## src/rtl/cdc_src_pkg.sv

```systemverilog
// Shared types and constants for the cdc_src_hold source-side transfer stage.
//   state_e    : FSM encoding (IDLE=0, HOLD=1, GAP=2)
//   *_MIN/MAX  : legal ranges of the HOLD_CYC and GAP_CYC parameters
//   TXC_W      : width of the accepted-word counter tx_cnt
package cdc_src_pkg;

  typedef enum logic [1:0] {
    IDLE = 2'd0,
    HOLD = 2'd1,
    GAP  = 2'd2
  } state_e;

  localparam int unsigned HOLD_MIN = 1;
  localparam int unsigned HOLD_MAX = 255;
  localparam int unsigned GAP_MIN  = 1;
  localparam int unsigned GAP_MAX  = 255;
  localparam int unsigned TXC_W    = 8;

  // Largest value the hold/gap down-counter must represent.
  function automatic int unsigned cnt_need(input int unsigned hold_cyc,
                                           input int unsigned gap_cyc);
    return ((hold_cyc > gap_cyc) ? hold_cyc : gap_cyc) - 1;
  endfunction

endpackage

```

## src/rtl/cdc_src_hold_if.sv

```systemverilog
// Valid/ready word stream into cdc_src_hold.
//   in_data  : word to transfer
//   in_valid : in_data valid
//   in_ready : stage can accept (driven by the stage)
// master = word source, slave = cdc_src_hold.
interface cdc_src_hold_if #(
  parameter int unsigned DW = 4
) ();

  logic [DW-1:0] in_data;
  logic          in_valid;
  logic          in_ready;

  modport master (output in_data, output in_valid, input in_ready);
  modport slave  (input in_data, input in_valid, output in_ready);

endinterface

```

## src/rtl/sync_2ff.sv

```systemverilog
// 1-bit two-flop synchronizer with asynchronous active-low reset.
//   clk   : destination clock
//   rst_n : asynchronous active-low reset, clears both flops
//   d     : asynchronous level input
//   q     : synchronized level
module sync_2ff (
  input  logic clk,
  input  logic rst_n,
  input  logic d,
  output logic q
);

  logic meta;

  always_ff @(posedge clk or negedge rst_n) begin
    if (!rst_n) begin
      meta <= 1'b0;
      q    <= 1'b0;
    end else begin
      meta <= d;
      q    <= meta;
    end
  end

endmodule

```

## src/rtl/cdc_src_hold.sv

```systemverilog
// Source-side (clk_a) stage for the clk_a->clk_b word transfer block.
// Registers each accepted word, holds it on data_out with data_en high for
// HOLD_CYC cycles, then keeps data_out stable for a GAP_CYC guard gap.
//   clk_a    : source clock
//   arstn    : asynchronous active-low reset
//   strm     : valid/ready input stream (in_data, in_valid, in_ready)
//   data_out : registered word to transfer block
//   data_en  : registered enable to transfer block
//   busy     : high whenever not IDLE
//   tx_cnt   : accepted-word count, wraps
// Optional macro CDC_SRC_ACK_EN adds input ack_b (clk_b echo of the
// synchronized enable) and turns the counters into minimums of a four-phase
// handshake.
module cdc_src_hold
  import cdc_src_pkg::*;
#(
  parameter int unsigned DW       = 4,
  parameter int unsigned HOLD_CYC = 4,
  parameter int unsigned GAP_CYC  = 2,
  parameter int unsigned CW       = 8
) (
  input  logic             clk_a,
  input  logic             arstn,
  cdc_src_hold_if.slave    strm,
  output logic [DW-1:0]    data_out,
  output logic             data_en,
  output logic             busy,
  output logic [TXC_W-1:0] tx_cnt
`ifdef CDC_SRC_ACK_EN
  ,
  input  logic             ack_b
`endif
);

  // Elaboration-time parameter range checks.
  if (HOLD_CYC < HOLD_MIN || HOLD_CYC > HOLD_MAX) begin : g_bad_hold
    $fatal(1, "cdc_src_hold: HOLD_CYC=%0d outside 1..255", HOLD_CYC);
  end
  if (GAP_CYC < GAP_MIN || GAP_CYC > GAP_MAX) begin : g_bad_gap
    $fatal(1, "cdc_src_hold: GAP_CYC=%0d outside 1..255", GAP_CYC);
  end
  if (CW == 0 || (CW < 32 && (cnt_need(HOLD_CYC, GAP_CYC) >> CW) != 0)) begin : g_bad_cw
    $fatal(1, "cdc_src_hold: CW=%0d too narrow", CW);
  end

  localparam logic [CW-1:0] HOLD_LD = CW'(HOLD_CYC - 1);
  localparam logic [CW-1:0] GAP_LD  = CW'(GAP_CYC - 1);

  state_e           state,    state_nxt;
  logic [CW-1:0]    cnt,      cnt_nxt;
  logic [DW-1:0]    data_nxt;
  logic             en_nxt;
  logic [TXC_W-1:0] tx_nxt;

  // HOLD may exit / GAP may count only when these allow it.
  logic hold_exit_ok;
  logic gap_run_ok;

`ifdef CDC_SRC_ACK_EN
  logic ack_s;

  sync_2ff u_ack_sync (
    .clk   (clk_a),
    .rst_n (arstn),
    .d     (ack_b),
    .q     (ack_s)
  );

  assign hold_exit_ok = ack_s;
  assign gap_run_ok   = ~ack_s;
`else
  assign hold_exit_ok = 1'b1;
  assign gap_run_ok   = 1'b1;
`endif

  // State and datapath registers.
  always_ff @(posedge clk_a or negedge arstn) begin
    if (!arstn) begin
      state    <= IDLE;
      cnt      <= '0;
      data_out <= '0;
      data_en  <= 1'b0;
      tx_cnt   <= '0;
    end else begin
      state    <= state_nxt;
      cnt      <= cnt_nxt;
      data_out <= data_nxt;
      data_en  <= en_nxt;
      tx_cnt   <= tx_nxt;
    end
  end

  // Next-state and datapath update.
  always_comb begin
    state_nxt = state;
    cnt_nxt   = cnt;
    data_nxt  = data_out;
    en_nxt    = data_en;
    tx_nxt    = tx_cnt;
    unique case (state)
      IDLE: begin
        if (strm.in_valid) begin
          data_nxt  = strm.in_data;
          en_nxt    = 1'b1;
          cnt_nxt   = HOLD_LD;
          tx_nxt    = tx_cnt + TXC_W'(1);
          state_nxt = HOLD;
        end
      end
      HOLD: begin
        // Counter parks at zero while waiting for the ack, if any.
        if (cnt != '0) begin
          cnt_nxt = cnt - CW'(1);
        end else if (hold_exit_ok) begin
          en_nxt    = 1'b0;
          cnt_nxt   = GAP_LD;
          state_nxt = GAP;
        end
      end
      GAP: begin
        if (gap_run_ok) begin
          if (cnt != '0) begin
            cnt_nxt = cnt - CW'(1);
          end else begin
            state_nxt = IDLE;
          end
        end
      end
      default: begin
        state_nxt = IDLE;
      end
    endcase
  end

  assign strm.in_ready = (state == IDLE);
  assign busy          = (state != IDLE);

endmodule

```

## src/flat_wrapper.sv

```systemverilog
// flat-port wrapper written by rule: the top's interface ports become plain ports
module cdc_src_hold_flat import cdc_src_pkg::*;
#(
  parameter int unsigned DW       = 4,
  parameter int unsigned HOLD_CYC = 4,
  parameter int unsigned GAP_CYC  = 2,
  parameter int unsigned CW       = 8
)
  (clk_a, arstn, data_out, data_en, busy, tx_cnt, strm_in_data, strm_in_valid, strm_in_ready);
  cdc_src_hold_if #(.DW(DW)) strm_i ();
  input  logic clk_a;
  input  logic arstn;
  output logic [DW-1:0] data_out;
  output logic data_en;
  output logic busy;
  output logic [TXC_W-1:0] tx_cnt;
  input wire logic [$bits(strm_i.in_data)-1:0] strm_in_data;
  input wire logic [$bits(strm_i.in_valid)-1:0] strm_in_valid;
  output wire logic [$bits(strm_i.in_ready)-1:0] strm_in_ready;
  assign strm_i.in_data = strm_in_data;
  assign strm_i.in_valid = strm_in_valid;
  assign strm_in_ready = strm_i.in_ready;
  cdc_src_hold #(.DW(DW), .HOLD_CYC(HOLD_CYC), .GAP_CYC(GAP_CYC), .CW(CW)) u_core (.clk_a(clk_a), .arstn(arstn), .strm(strm_i), .data_out(data_out), .data_en(data_en), .busy(busy), .tx_cnt(tx_cnt));
endmodule
```

## config.mk

```make
export PLATFORM = sky130hd
export DESIGN_NAME = cdc_src_hold_flat
export DESIGN_NICKNAME = d
export VERILOG_FILES = /design/src/rtl/cdc_src_pkg.sv /design/src/rtl/cdc_src_hold_if.sv /design/src/rtl/sync_2ff.sv /design/src/rtl/cdc_src_hold.sv /design/src/flat_wrapper.sv
export SDC_FILE = /design/constraint.sdc
export NUM_CORES = 1
export LEC_CHECK = 0
export CAP_MARGIN = 20
export CORE_UTILIZATION = 39
export DETAILED_ROUTE_END_ITERATION = 8
export PLACE_DENSITY = 0.61
export REMOVE_ABC_BUFFERS = 1
export SLEW_MARGIN = 0
export SYNTH_ARGS = -nofsm -noshare
export SYNTH_HDL_FRONTEND = slang
export SYNTH_SLANG_ARGS = --single-unit
export TNS_END_PERCENT = 1
```

## constraint.sdc

```tcl
create_clock -name clk_a -period 2.03 [get_ports clk_a]
set_input_delay 0.406 -clock clk_a [delete_from_list [all_inputs] [get_ports clk_a]]
set_output_delay 0.406 -clock clk_a [all_outputs]
set_load 0.02 [all_outputs]
```

==> flow_summary.json, run 1 <==
{
  "ir_worst_vdd_uv": 679,
  "crit_type": "reg2reg",
  "place_ws_ns": -0.0313,
  "ant_nets": 0,
  "outcome": "finished, final reports clean",
  "routed-via-count": 1013,
  "powerDensity_nw_per_um2": 1640,
  "htree_levels": 1,
  "cts-buffers-inserted": 3,
  "firstDrtPassIters": 4,
  "yosys.area.top_type": "dfrtp_1",
  "ioPinCount": 22,
  "cts_tree": "done",
  "yosysUniqueCellTypes": 40,
  "area_growth_pct": 28.6,
  "synth_seq_cells": 23,
  "cp-start-kind": "flop",
  "io_buffers": 21,
  "synth_top_area_share_pct": 46.0,
  "wl_um": 2570,
  "nFillCells": 296,
  "netlist_instances": 117,
  "synth_async_sr_flop_share_pct": 100,
  "synth_top_flop_cell": "dfrtp_1",
  "critPathCaptureType": "flop",
  "layout.nets": 164,
  "synth_area_per_cell_sq_um": 10.7,
  "drc_errors": 0,
  "maxSlewHeadroom_pct": 75.4,
  "insertedDiodeCount": 0,
  "post-route-min-period_ns": 1.89,
  "fin_crit_sh_pct": 93.3,
  "clock_sinks": 23,
  "clockBufferDepth": 2,
  "hp-class": "in2async",
  "fmax_mhz": 528,
  "crit_fanout": 6,
  "synth-edff-count": 0,
  "drv_slew": 0,
  "viasPerCell": 5.22,
  "fin_skew_ns": 0.00593,
  "setup_ws_ns": 0.136,
  "rows": 20,
  "hold_ws_ns": 0.431,
  "die-area_sq_um": 3440,
  "max-cap-violations": 0,
  "grt_remaining_overflow": 0,
  "antenna_found_initial": 0,
  "hpwl_um": 1940,
  "yosysSeqAreaShare_pct": 46.0,
  "wire_per_inst_um": 13.2,
  "initial_core_util_pct": 41.0,
  "cp_data_arrival_time_ns": 2.12,
  "grt_max_degree": 24,
  "leakagePower_nw": 0.688,
  "post_synth_instance_area_sq_um": 1250,
  "drive_gt1_share_pct": 18.0,
  "grt_pass1_wl_um": 4350,
  "ys_warn_count": 0,
  "worstMarginPinSlew_ns": 0.366,
  "finalSetupViolations": 0,
  "globalplace.congestion": 0.847,
  "grt_pass1_vias": 1032,
  "drt_iter0_markers": 19,
  "cp.required_ns": 2.26,
  "synth.area.top_cells": "dfrtp_1 46%, ha_1 6.0%, mux2_2 4.5%",
  "cts_root_buf": "clkbuf_4",
  "die_w_um": 58.7,
  "coreArea_sq_um": 3050,
  "clkTransAtPathRegs_ns": 0.13,
  "grt_usage_pct": 16.6,
  "hold_viol": 0,
  "die_h_um": 58.7,
  "clock_latency_ns": 0.31
}
==> final timing paths <==
kind / cells past startpoint / endpoint / startpoint / slack [ns]
worst max register to register: 6 / u_core.cnt[3]$_DFFE_PN0P_ / u_core.state[0]$_DFFE_PN0P_ / 0.14
max in group asynchronous: 2 / u_core.data_out[0]$_DFFE_PN0P_ / arstn / 1.36
worst min register to register: 1 / u_core.tx_cnt[7]$_DFFE_PN0P_ / u_core.tx_cnt[7]$_DFFE_PN0P_ / 0.49
worst max-delay path: 6 / u_core.cnt[3]$_DFFE_PN0P_ / u_core.state[0]$_DFFE_PN0P_ / 0.14
worst min-delay path: 2 / u_core.state[0]$_DFFE_PN0P_ / arstn / 0.43
min in group clk_a: 1 / u_core.tx_cnt[7]$_DFFE_PN0P_ / u_core.tx_cnt[7]$_DFFE_PN0P_ / 0.49
==> logic make-up after synthesis <==
group | count (synthesis) | share of synthesized area, %
buf+inv | 12 | 4.79
mux | 5 | 4.50
fa+ha+maj | 6 | 5.99
compound gates | 26 | 14.2
xor+xnor | 7 | 4.90
simple gates | 38 | 19.7
flops | 23 | 46.0
==> state kept, by name, indices dropped and copies added (netlist names) <==
name / flops
u_core.tx_cnt: 8
u_core.state: 2
u_core.cnt: 8
u_core.data_out: 4
u_core.data_en: 1
==> area by class of cell <==
type	count	area, sq um	area share (%)
clock buffers	4	26.3	1.63
inverters	9	33.8	2.10
multi-input cells	82	629	39.1
well taps	44	55.1	3.42
flip-flops and latches	23	576	35.7
repair buffers	32	290	18.0
==> cells in the mapped netlist (3+ instances only) <==
cell	number
ha_1	6
o21ai_1	4
or4_1	5
nand3_1	3
nor2_1	6
nand4_1	3
inv_1	9
mux2_2	5
nand2_1	4
o31ai_1	3
xnor2_1	6
dfrtp_1	23
a21oi_1	5
==> per-layer routing <==
layer	up-vias	part of all wire, %	track usage, %
met3	5	3.7	3.08
met5	-	0	0
met1	492	45	18.9
met4	0	1.3	5.10
li1	495	-	-
met2	21	50	31.2
==> critical path, stage by stage, from the launching register on <==
cell	delay [ns]
dfrtp_1	0.43
inv_1	0.10
ha_2	0.25
nor3_1	0.09
or2_1	0.28
or4_1	0.51
a22oi_1	0.16
==> per-stage QoR <==
stage	power [mW]	utilization (%)	cell area [sq um]	std cells	setup TNS, ns
final	2.64	52.7	1610	194	0
after global routing	2.88	52.7	1610	194	-0.0177
after CTS	2.62	52.1	1590	193	0
after detailed placement	2.42	51.3	1570	189	-0.0507
after global placement	2.40	51.3	1570	189	0
after floorplan	1.82	-	1230	114	0
==> timing repair <==
action | 4_1_cts | 5_1_grt
setup endpoints to repair | 2 | 7
hold buffers | 0 | 0
hold endpoints to repair | 0 | 0
buffers inserted | 0 | 1
cloned | 0 | 0
gates resized for setup | 2 | 4
==> power breakdown <==
part | switching [mW] | total (mW) | internal, mW | leakage [nW]
clock | 0.135 | 0.212 | 0.0767 | 0.0150
sequential | 0.183 | 0.822 | 0.640 | 0.288
combinational | 0.833 | 1.60 | 0.769 | 0.385
total | 1.15 | 2.64 | 1.49 | 0.688
==> layout by cell type, fill, tap and decap left out, types with 3 or more instances in the layout <==
| cell | instances |
|---|---|
| dfrtp_1 | 23 |
| clkdlybuf4s50_1 | 19 |
| buf_4 | 11 |
| inv_1 | 9 |
| xnor2_1 | 6 |
| nor2_1 | 6 |
| mux2_2 | 5 |
| a21oi_1 | 5 |
| or4_1 | 5 |
| nand2_1 | 4 |
| o21ai_1 | 4 |
| nand4_1 | 3 |
| nand3_1 | 3 |
| o31ai_1 | 3 |
| ha_1 | 3 |
| ha_2 | 3 |
| clkbuf_4 | 3 |
(Power assumes the default switching activity.)
==> run 2, diff against run 1 <==
--- a/config.mk
+++ b/config.mk
@@ -8,7 +8,7 @@
 export CAP_MARGIN = 20
 export CORE_UTILIZATION = 39
 export DETAILED_ROUTE_END_ITERATION = 8
-export PLACE_DENSITY = 0.61
+export PLACE_DENSITY = 0.72
 export REMOVE_ABC_BUFFERS = 1
 export SLEW_MARGIN = 0
 export SYNTH_ARGS = -nofsm -noshare
==> run 2 against run 1 <==
- routed wire length up 0.74%
- die area stayed put
- first-iteration DRC count is 11% higher
- clock skew decreased by 0.0048 ns
- global-route usage is 0.40 points lower
- final cell count unchanged
- via count shrank 1.1%
- sequential share of layout area is essentially flat
==> flow_summary.json, run 2 (synthesized netlist as in run 1, its figures left out) <==
{
  "rows": 20,
  "crit_buf_inv": 2,
  "fin_setup_tns_ns": 0,
  "hpwl_um": 2000,
  "fmax_mhz": 522,
  "clock_sinks": 23,
  "clkTransAtPathRegs_ns": 0.13,
  "rr_startpoint": "u_core.cnt[1]$_DFFE_PN0P_",
  "crit_path_start": "u_core.cnt[1]$_DFFE_PN0P_",
  "placed_cell_area_sq_um": 1560,
  "mostFrequentLayoutCells": "23 x dfrtp_1, 19 x clkdlybuf4s50_1, 11 x buf_4, 9 x inv_1",
  "io_buffers": 21,
  "worstMarginPinSlew_ns": 0.392,
  "critPathTopFamily": "simple AND/OR/NAND/NOR gates",
  "maxSlewHeadroom_pct": 73.7,
  "fin_skew_ns": 0.00114,
  "cts_root_buf": "clkbuf_4",
  "crit_fanout": 9,
  "routed-via-count": 1002,
  "power_mw": 2.65,
  "leakagePower_nw": 0.691,
  "ioPinCount": 22,
  "cts_tree": "done",
  "final_common_cell": "dfrtp_1",
  "drive_gt1_share_pct": 18.0,
  "power_switching_mw": 1.16,
  "clock_latency_ns": 0.31,
  "p_int_mw": 1.49,
  "ant_nets": 0,
  "seq_power_share_pct": 31.1,
  "viasPerCell": 5.16,
  "fin_crit_sh_pct": 94.4,
  "die-area_sq_um": 3440,
  "drt_iter0_markers": 21,
  "grt_max_degree": 24,
  "rsz0062_at_grt": "no",
  "globalplace.congestion": 0.862,
  "cp.required_ns": 2.26,
  "hold_viol": 0,
  "grt_usage_pct": 16.2,
  "grt_remaining_overflow": 0,
  "slowest_delay_ns": 0.46,
  "drv_slew": 0,
  "layout.nets": 164,
  "crit_slowest_cell": "or4_1",
  "firstDrtPassIters": 4,
  "insertedDiodeCount": 0,
  "clockBufferDepth": 2,
  "drc_errors": 0,
  "critPathCaptureType": "flop",
  "post-route-util_pct": 52.7,
  "cp_cell_sequence": "inv_1 > ha_1 > nor3b_2 > and3_1 > buf_4 > or4_1 > a22oi_1",
  "outcome": "finished, final reports clean",
  "grt_pass1_vias": 961,
  "area_growth_pct": 28.5,
  "coreArea_sq_um": 3050,
  "max-cap-violations": 0,
  "crit_type": "reg2reg",
  "wl_um": 2580,
  "grt_pass1_wl_um": 4240,
  "initial_core_util_pct": 41.0,
  "finalSetupViolations": 0,
  "wire_per_inst_um": 13.3,
  "p_comb_share_pct": 60.9,
  "cp-start-kind": "flop",
  "antenna_found_initial": 0,
  "powerDensity_nw_per_um2": 1650,
  "ir_worst_vdd_uv": 806,
  "die_h_um": 58.7,
  "post-route-min-period_ns": 1.92,
  "die_w_um": 58.7,
  "clkPwrFrac_pct": 8.1,
  "reg_top3": "u_core.cnt x8, u_core.tx_cnt x8, u_core.data_out x4",
  "p_sw_share_pct": 43.8,
  "htree_levels": 1,
  "hp-class": "in2async",
  "final_area_sq_um": 1610,
  "cts-buffers-inserted": 3,
  "cp_data_arrival_time_ns": 2.15
}
## run 2: cell types whose count changed in the layout (fill, tap and decap cells not counted), sizes merged
cell / previous run / this run
clkbuf: 4 / 3
clkinv: 0 / 1
## run 2: per-layer routing
layer / track usage, % / wire, um
met3: 2.64 / 78
met4: 4.08 / 27
met5: 0 / 0
met1: 20.8 / 1200
met2: 28.4 / 1280
## run 2: power groups by stage
stage | Combinational (mW) | Sequential (mW) | Clock, mW
after floorplan | 0.882 | 0.934 | 0
after global placement | 1.54 | 0.825 | 0
after detailed placement | 1.59 | 0.837 | 0
after CTS | 1.57 | 0.826 | 0.222
after global routing | 1.77 | 0.852 | 0.237
final | 1.61 | 0.824 | 0.214
## run 2: timing repair
action / in CTS / in global routing
setup endpoints to repair: 2 / 3
hold buffers: 0 / 0
buffers inserted: 0 / 2
gates resized for setup: 2 / 3
## run 2: per-stage QoR
step	worst slack, ns	hold WS [ns]	std cells
2_1_floorplan	0.0852	0.110	114
3_3_place_gp	0.0285	0.465	188
3_5_place_dp	-0.0114	0.481	188
4_1_cts	0.0959	0.440	192
5_1_grt	0.0107	0.461	194
6_report	0.114	0.436	194
## run 2: path summary, 6_finish.rpt
check | end | slack (ns) | depth (start not counted)
max in group asynchronous | u_core.cnt[4]$_DFFE_PN0P_ | 1.37 | 2
setup / recovery | u_core.cnt[3]$_DFFE_PN0P_ | 0.11 | 7
hold reg to reg | u_core.tx_cnt[7]$_DFFE_PN0P_ | 0.49 | 1
min in group clk_a | u_core.tx_cnt[7]$_DFFE_PN0P_ | 0.49 | 1
hold / removal | u_core.tx_cnt[5]$_DFFE_PN0P_ | 0.44 | 2
setup reg to reg | u_core.cnt[3]$_DFFE_PN0P_ | 0.11 | 7
## run 2: final cells by class
cell class,count,area [sq um]
fillers,307,1440
flip-flops and latches,23,576
well taps,44,55.1
multi-input cells,82,627
clock inverters,1,5.00
repair buffers,32,290
clock buffers,3,22.5
inverters,9,33.8
## run 2: worst reg2reg max path: cells and delay by family (launching register included)
| family | cells | cell delay, ns |
|---|---|---|
| buf+inv | 2 | 0.24 |
| flops | 1 | 0.40 |
| compound gates | 1 | 0.18 |
| simple gates | 3 | 0.85 |
| fa+ha+maj | 1 | 0.18 |
==> patch 1: new RTL, config.mk and constraints of run 2 <==
`DW` is set to 4 in 3 places; all go to 3.
--- a/src/rtl/cdc_src_hold_if.sv
+++ b/src/rtl/cdc_src_hold_if.sv
@@ -4,7 +4,7 @@
 //   in_ready : stage can accept (driven by the stage)
 // master = word source, slave = cdc_src_hold.
 interface cdc_src_hold_if #(
-  parameter int unsigned DW = 4
+  parameter int unsigned DW = 3
 ) ();
 
   logic [DW-1:0] in_data;
--- a/src/rtl/cdc_src_hold.sv
+++ b/src/rtl/cdc_src_hold.sv
@@ -14,7 +14,7 @@
 module cdc_src_hold
   import cdc_src_pkg::*;
 #(
-  parameter int unsigned DW       = 4,
+  parameter int unsigned DW       = 3,
   parameter int unsigned HOLD_CYC = 4,
   parameter int unsigned GAP_CYC  = 2,
   parameter int unsigned CW       = 8
--- a/src/flat_wrapper.sv
+++ b/src/flat_wrapper.sv
@@ -1,7 +1,7 @@
 // flat-port wrapper written by rule: the top's interface ports become plain ports
 module cdc_src_hold_flat import cdc_src_pkg::*;
 #(
-  parameter int unsigned DW       = 4,
+  parameter int unsigned DW       = 3,
   parameter int unsigned HOLD_CYC = 4,
   parameter int unsigned GAP_CYC  = 2,
   parameter int unsigned CW       = 8
Interface: changed (resized data_out and strm_in_data); port bits go from 22 to 20. No check against the original RTL was run, so the function may have changed too.
==> patch 1 against run 2 <==
- the flow now finishes with violations (DRC)
- area after synthesis down 5.7%
- sequential cell count down 1
- total power down 2.2%
- core utilization down 0.70 points
- routed wire length down 12%
- setup slack better by 0.019 ns
- synthesized cell count down 3.4%
- final area down 9.3%
==> patch 1: results (changes against run 2) <==
Pwr
  – Comb power frac: 55.9% (-5.0 points)
  – Sequential Power: 0.000807 W (-2%)
  – Net Sw Frac: 43.5% (-0.30 points)
  – Worst vdd ir: 0.826 mV (+2.5%)
  – Pleak: 0.629 nW (-8.9%)
  – Combinational power: 0.00145 W (-9.9%)
  – Top pwr grp: combinational cells

Finish
  – Share of layout cells above drive strength 1: 11.1% (-6.9 points)
  – Largest registers: u_core.cnt: 8 flops, u_core.tx_cnt: 8 flops, u_core.data_out: 3 flops
  – Filler Cell Count: 256 (-17%)
  – Final std cells w/o fill: 166 (-14%)
  – Fin nets: 148 (-9.8%)

Status
  – Outcome: finished with violations
  – Failing checks: DRC

Setup path
  – Kind of critical path: reg2reg
  – Critical path fanouts, max: 8 (-1)
  – Reg2reg path depth: 6 (-1)
  – Reg2reg setup slack: 0.13 ns (+0.02 ns)
  – FF-to-FF Start: u_core.state[0]
  – Arr. time, crit path: 2.13 ns (-0.02 ns)
  – Crit Reg-Reg Endpoint: u_core.cnt[4]

GRT
  – GRT Util Overall: 15.7% (-0.51 points)
  – Vias in the first global route: 892 (-7.2%)
  – Global-route wire length before repair: 3940 µm (-7.2%)
  – Pin count of the biggest net entering global routing: 23 (-4.2%)
  – Antenna violations before repair: 0 (unchanged)

Placement
  – Placed Area: 1410 µm² (-9.6%)
  – Placer congestion estimate: 0.883 (+2.4%)
  – Pre-CTS setup slack: 0.00252 ns (+0.0139 ns)
  – Hpwl dp: 1710 µm (-15%)
  – Total instance count after detailed placement: 162 (-14%)
  – Port bufs: 19 (-9.5%)

STA
  – Fin crit share: 93.4% (-0.96 points)
  – Hold WS: 0.422 ns (-0.0143 ns)
  – Clock Skew: 0.00224 ns (+0.00110 ns)
  – Least-Margin Pin Slew: 0.637 ns (+0.244 ns)

Clocking
  – Max clock buf depth: 2 (unchanged)
  – Clock-pin slew on the worst setup and hold paths: 0.12 ns

Synthesis
  – Sequential area share after synthesis: 46.6% (+0.66 points)
  – Unique cell type count in the Yosys netlist: 38 (-5.0%)
  – Top post-synthesis cells by area: dfrtp_1 47%, ha_1 6.4%, xnor2_1 4.4%, mux2_2 3.8%, inv_1 2.5%
  – Post-synth top cells: 22 x dfrtp_1, 8 x inv_1, 7 x nor2_1
  – Post-Syn Instances: 113 (-3.4%)

Route
  – First drt pass iteration count: 7 (+3)
  – DR vias: 918 (-8.4%)
  – DRC Markers: 7 (+7)
  – DRT Wirelength: 2270 µm (-12%)
  – Iter 0 DRT Violations: 25 (+19%)
[patch 1: cell families (layout without fill, tap and decap cells)]
kind of cell | count (synthesis) | in the layout | synth area share, %
compound gates | 25 | 25 | 14.9
flops | 22 | 22 | 46.6
mux | 4 | 4 | 3.81
simple gates | 37 | 37 | 18.5
fa+ha+maj | 6 | 6 | 6.36
buf+inv | 12 | 34 | 4.55
xor+xnor | 7 | 7 | 5.19
[patch 1: repair_timing]
item | 4_1_cts | 5_1_grt
pin swaps | 0 | 0
resized for setup | 2 | 0
buffers inserted | 0 | 0
endpoints found under the setup margin | 2 | 2
hold buffers | 0 | 0
[patch 1: critical path, cell delays in order, from the launching register on]
cell,delay (ns)
dfrtp_1,0.41
inv_1,0.11
ha_1,0.25
nor2_1,0.11
a21o_1,0.26
or4_1,0.52
a22oi_1,0.16
[patch 1: metrics by stage]
step | util [%] | setup TNS (ns)
after floorplan | - | 0
after global routing | 52.0 | -0.00687
after detailed placement | 50.2 | 0
after CTS | 52.0 | 0
final | 52.0 | 0
after global placement | 50.2 | 0
[patch 1: metal layers]
| layer | share of wire (%) | vias to the layer above | wire (µm) | global-route usage, % |
|---|---|---|---|---|
| met5 | 0 | - | 0 | 0 |
| met4 | 0.62 | 0 | 14 | 3.83 |
| met3 | 4.5 | 2 | 103 | 4.99 |
| met2 | 47 | 23 | 1060 | 25.5 |
| met1 | 48 | 435 | 1090 | 20.4 |
| li1 | - | 458 | - | - |
[patch 1: cell type report]
type                       count  area share, %
tap                           31           2.66
clock buffer                   3           1.54
inverter                       8           2.06
multi-input combinational     79           39.5
timing repair buffer          22           14.4
clock inverter                 1           2.06
sequential                    22           37.7
==> patch 2: new RTL, settings of run 2 <==
Made on the original files. The 3 states of `state_e` get a one-hot encoding in 3 bits.
--- a/src/rtl/cdc_src_pkg.sv
+++ b/src/rtl/cdc_src_pkg.sv
@@ -4,10 +4,10 @@
 //   TXC_W      : width of the accepted-word counter tx_cnt
 package cdc_src_pkg;
 
-  typedef enum logic [1:0] {
-    IDLE = 2'd0,
-    HOLD = 2'd1,
-    GAP  = 2'd2
+  typedef enum logic [2:0] {
+    IDLE = 3'b001,
+    HOLD = 3'b010,
+    GAP  = 3'b100
   } state_e;
 
   localparam int unsigned HOLD_MIN = 1;
Function: no difference found for any inputs over 10 cycles, from zero or initial values and one cycle with arstn low; not proved beyond that.
==> patch 2 against run 2 <==
- critical path type unchanged
- final area is 0.47% higher
- global-route usage increased by 0.10 points
- largest cell class unchanged
- routed wire length is 5.7% lower
- total power fell by 24%
- die area is 0.29% higher
- sequential cell count up 1
- area after synthesis increased by 0.30%
- maximum frequency increased by 2.2%
- highest routed layer unchanged
- setup slack gained 0.041 ns
==> patch 2: results (changes against run 2) <==
STA
  – Clock Skew: 0.00243 ns (+0.00129 ns)
  – Final worst slack: 0.155 ns (+0.0410 ns)
  – Rel. slew slack: 66.8% (-6.8 points)

Route
  – Iter 0 DRT Violations: 36 (+71%)
  – DRT Wirelength: 2440 µm (-5.7%)
  – DR vias: 982 (-2.0%)
  – Per-cell routed wire length: 12.8 µm (-3.7%)

Synthesis
  – Post-synth top cells: 23 x dfrtp_1, 14 x nand2_1, 6 x nand2b_1
  – Post-Synthesis Mean Instance Area: 10.6 µm² (-1.4%)
  – Post-synthesis cell area: 1260 µm² (+0.30%)
  – XOR/XNOR share of the synthesized area: 4.88% (-0.015 points)
  – Adder-Cell Fraction of Synth Area: 2.99% (-3.0 points)
  – Synth Area in Compound Gates: 11.9% (-2.3 points)
  – Top post-synthesis cells by area: dfrtp_1 46%, mux2_2 4.5%, nand2_1 4.2%, mux2i_1 4.0%, xnor2_1 3.5%
  – Unique cell type count in the Yosys netlist: 41 (+2.5%)
  – Sequential area share after synthesis: 47.9% (+2.0 points)

Pwr
  – Net Sw Frac: 36.6% (-7.2 points)
  – Combinational power: 0.000899 W (-44%)
  – Pleak: 0.703 nW (+1.7%)
  – Worst vdd ir: 0.472 mV (-41%)

Finish
  – Inverters: 4 (-5)
  – #MultiIn Comb: 87 (+6.1%)
  – Sequential cell count: 24 (+4.3%)
  – Fraction of area in registers: 37.4% (+1.6 points)
  – Area delta synth->final: 28.7%
  – Fin nets: 157 (-4.3%)
  – NonClk Buf Share: 15.9% (-2.2 points)
  – Share of layout cells above drive strength 1: 17.8% (-0.19 points)
  – Buffers excl. clock: 27 (-16%)

GRT
  – GR Layer Usage met3: 2.20% (-0.44 points)
  – Pin count of the biggest net entering global routing: 25 (+4.2%)
  – Global-route wire length before repair: 4160 µm (-2.0%)
  – Met2 Use GR: 27.3% (-1.1 points)

Setup path
  – Crit path max-delay cell type: or3b_2
  – Arr. time, crit path: 2.09 ns (-0.06 ns)
  – Crit Reg-Reg Endpoint: u_core.cnt[1]

Placement
  – Pre-CTS setup slack: -0.0853 ns (-0.0739 ns)
  – Placer congestion estimate: 0.880 (+2.2%)
  – Hpwl dp: 1870 µm (-6.3%)

Status
  – Outcome: finished, final reports clean
[patch 2: cell count changes in the layout (fill, tap and decap cells not counted), sizes merged, moves of 3 or more]
cell           run 2  this run
a22oi              3         0
nand2              4        14
mux2i              0         5
inv                9         4
o31ai              3         0
ha                 6         3
or4                6         2
buf               11         6
nor2b              1         4
nand2b             1         6
[patch 2: cell families (layout without fill, tap and decap cells)]
family	count (synthesis)	count (layout)
AOI/OAI and AO/OA	21	21
xor gates and xnor gates	7	7
adders and majority gates	3	3
buffers and inverters	8	35
DFF	24	24
muxes	10	10
and+or+nand+nor	46	46
[patch 2: metal layers]
layer  routed length (µm)  share of wire, %
met1                 1090                45
met2                 1220                50
met3                   63               2.6
met4                   65               2.7
met5                    0                 0
[patch 2: what timing repair did]
action,CTS,global route
hold buffers,0,0
gates resized for setup,3,4
endpoints found under the setup margin,2,7
pin swaps,0,0
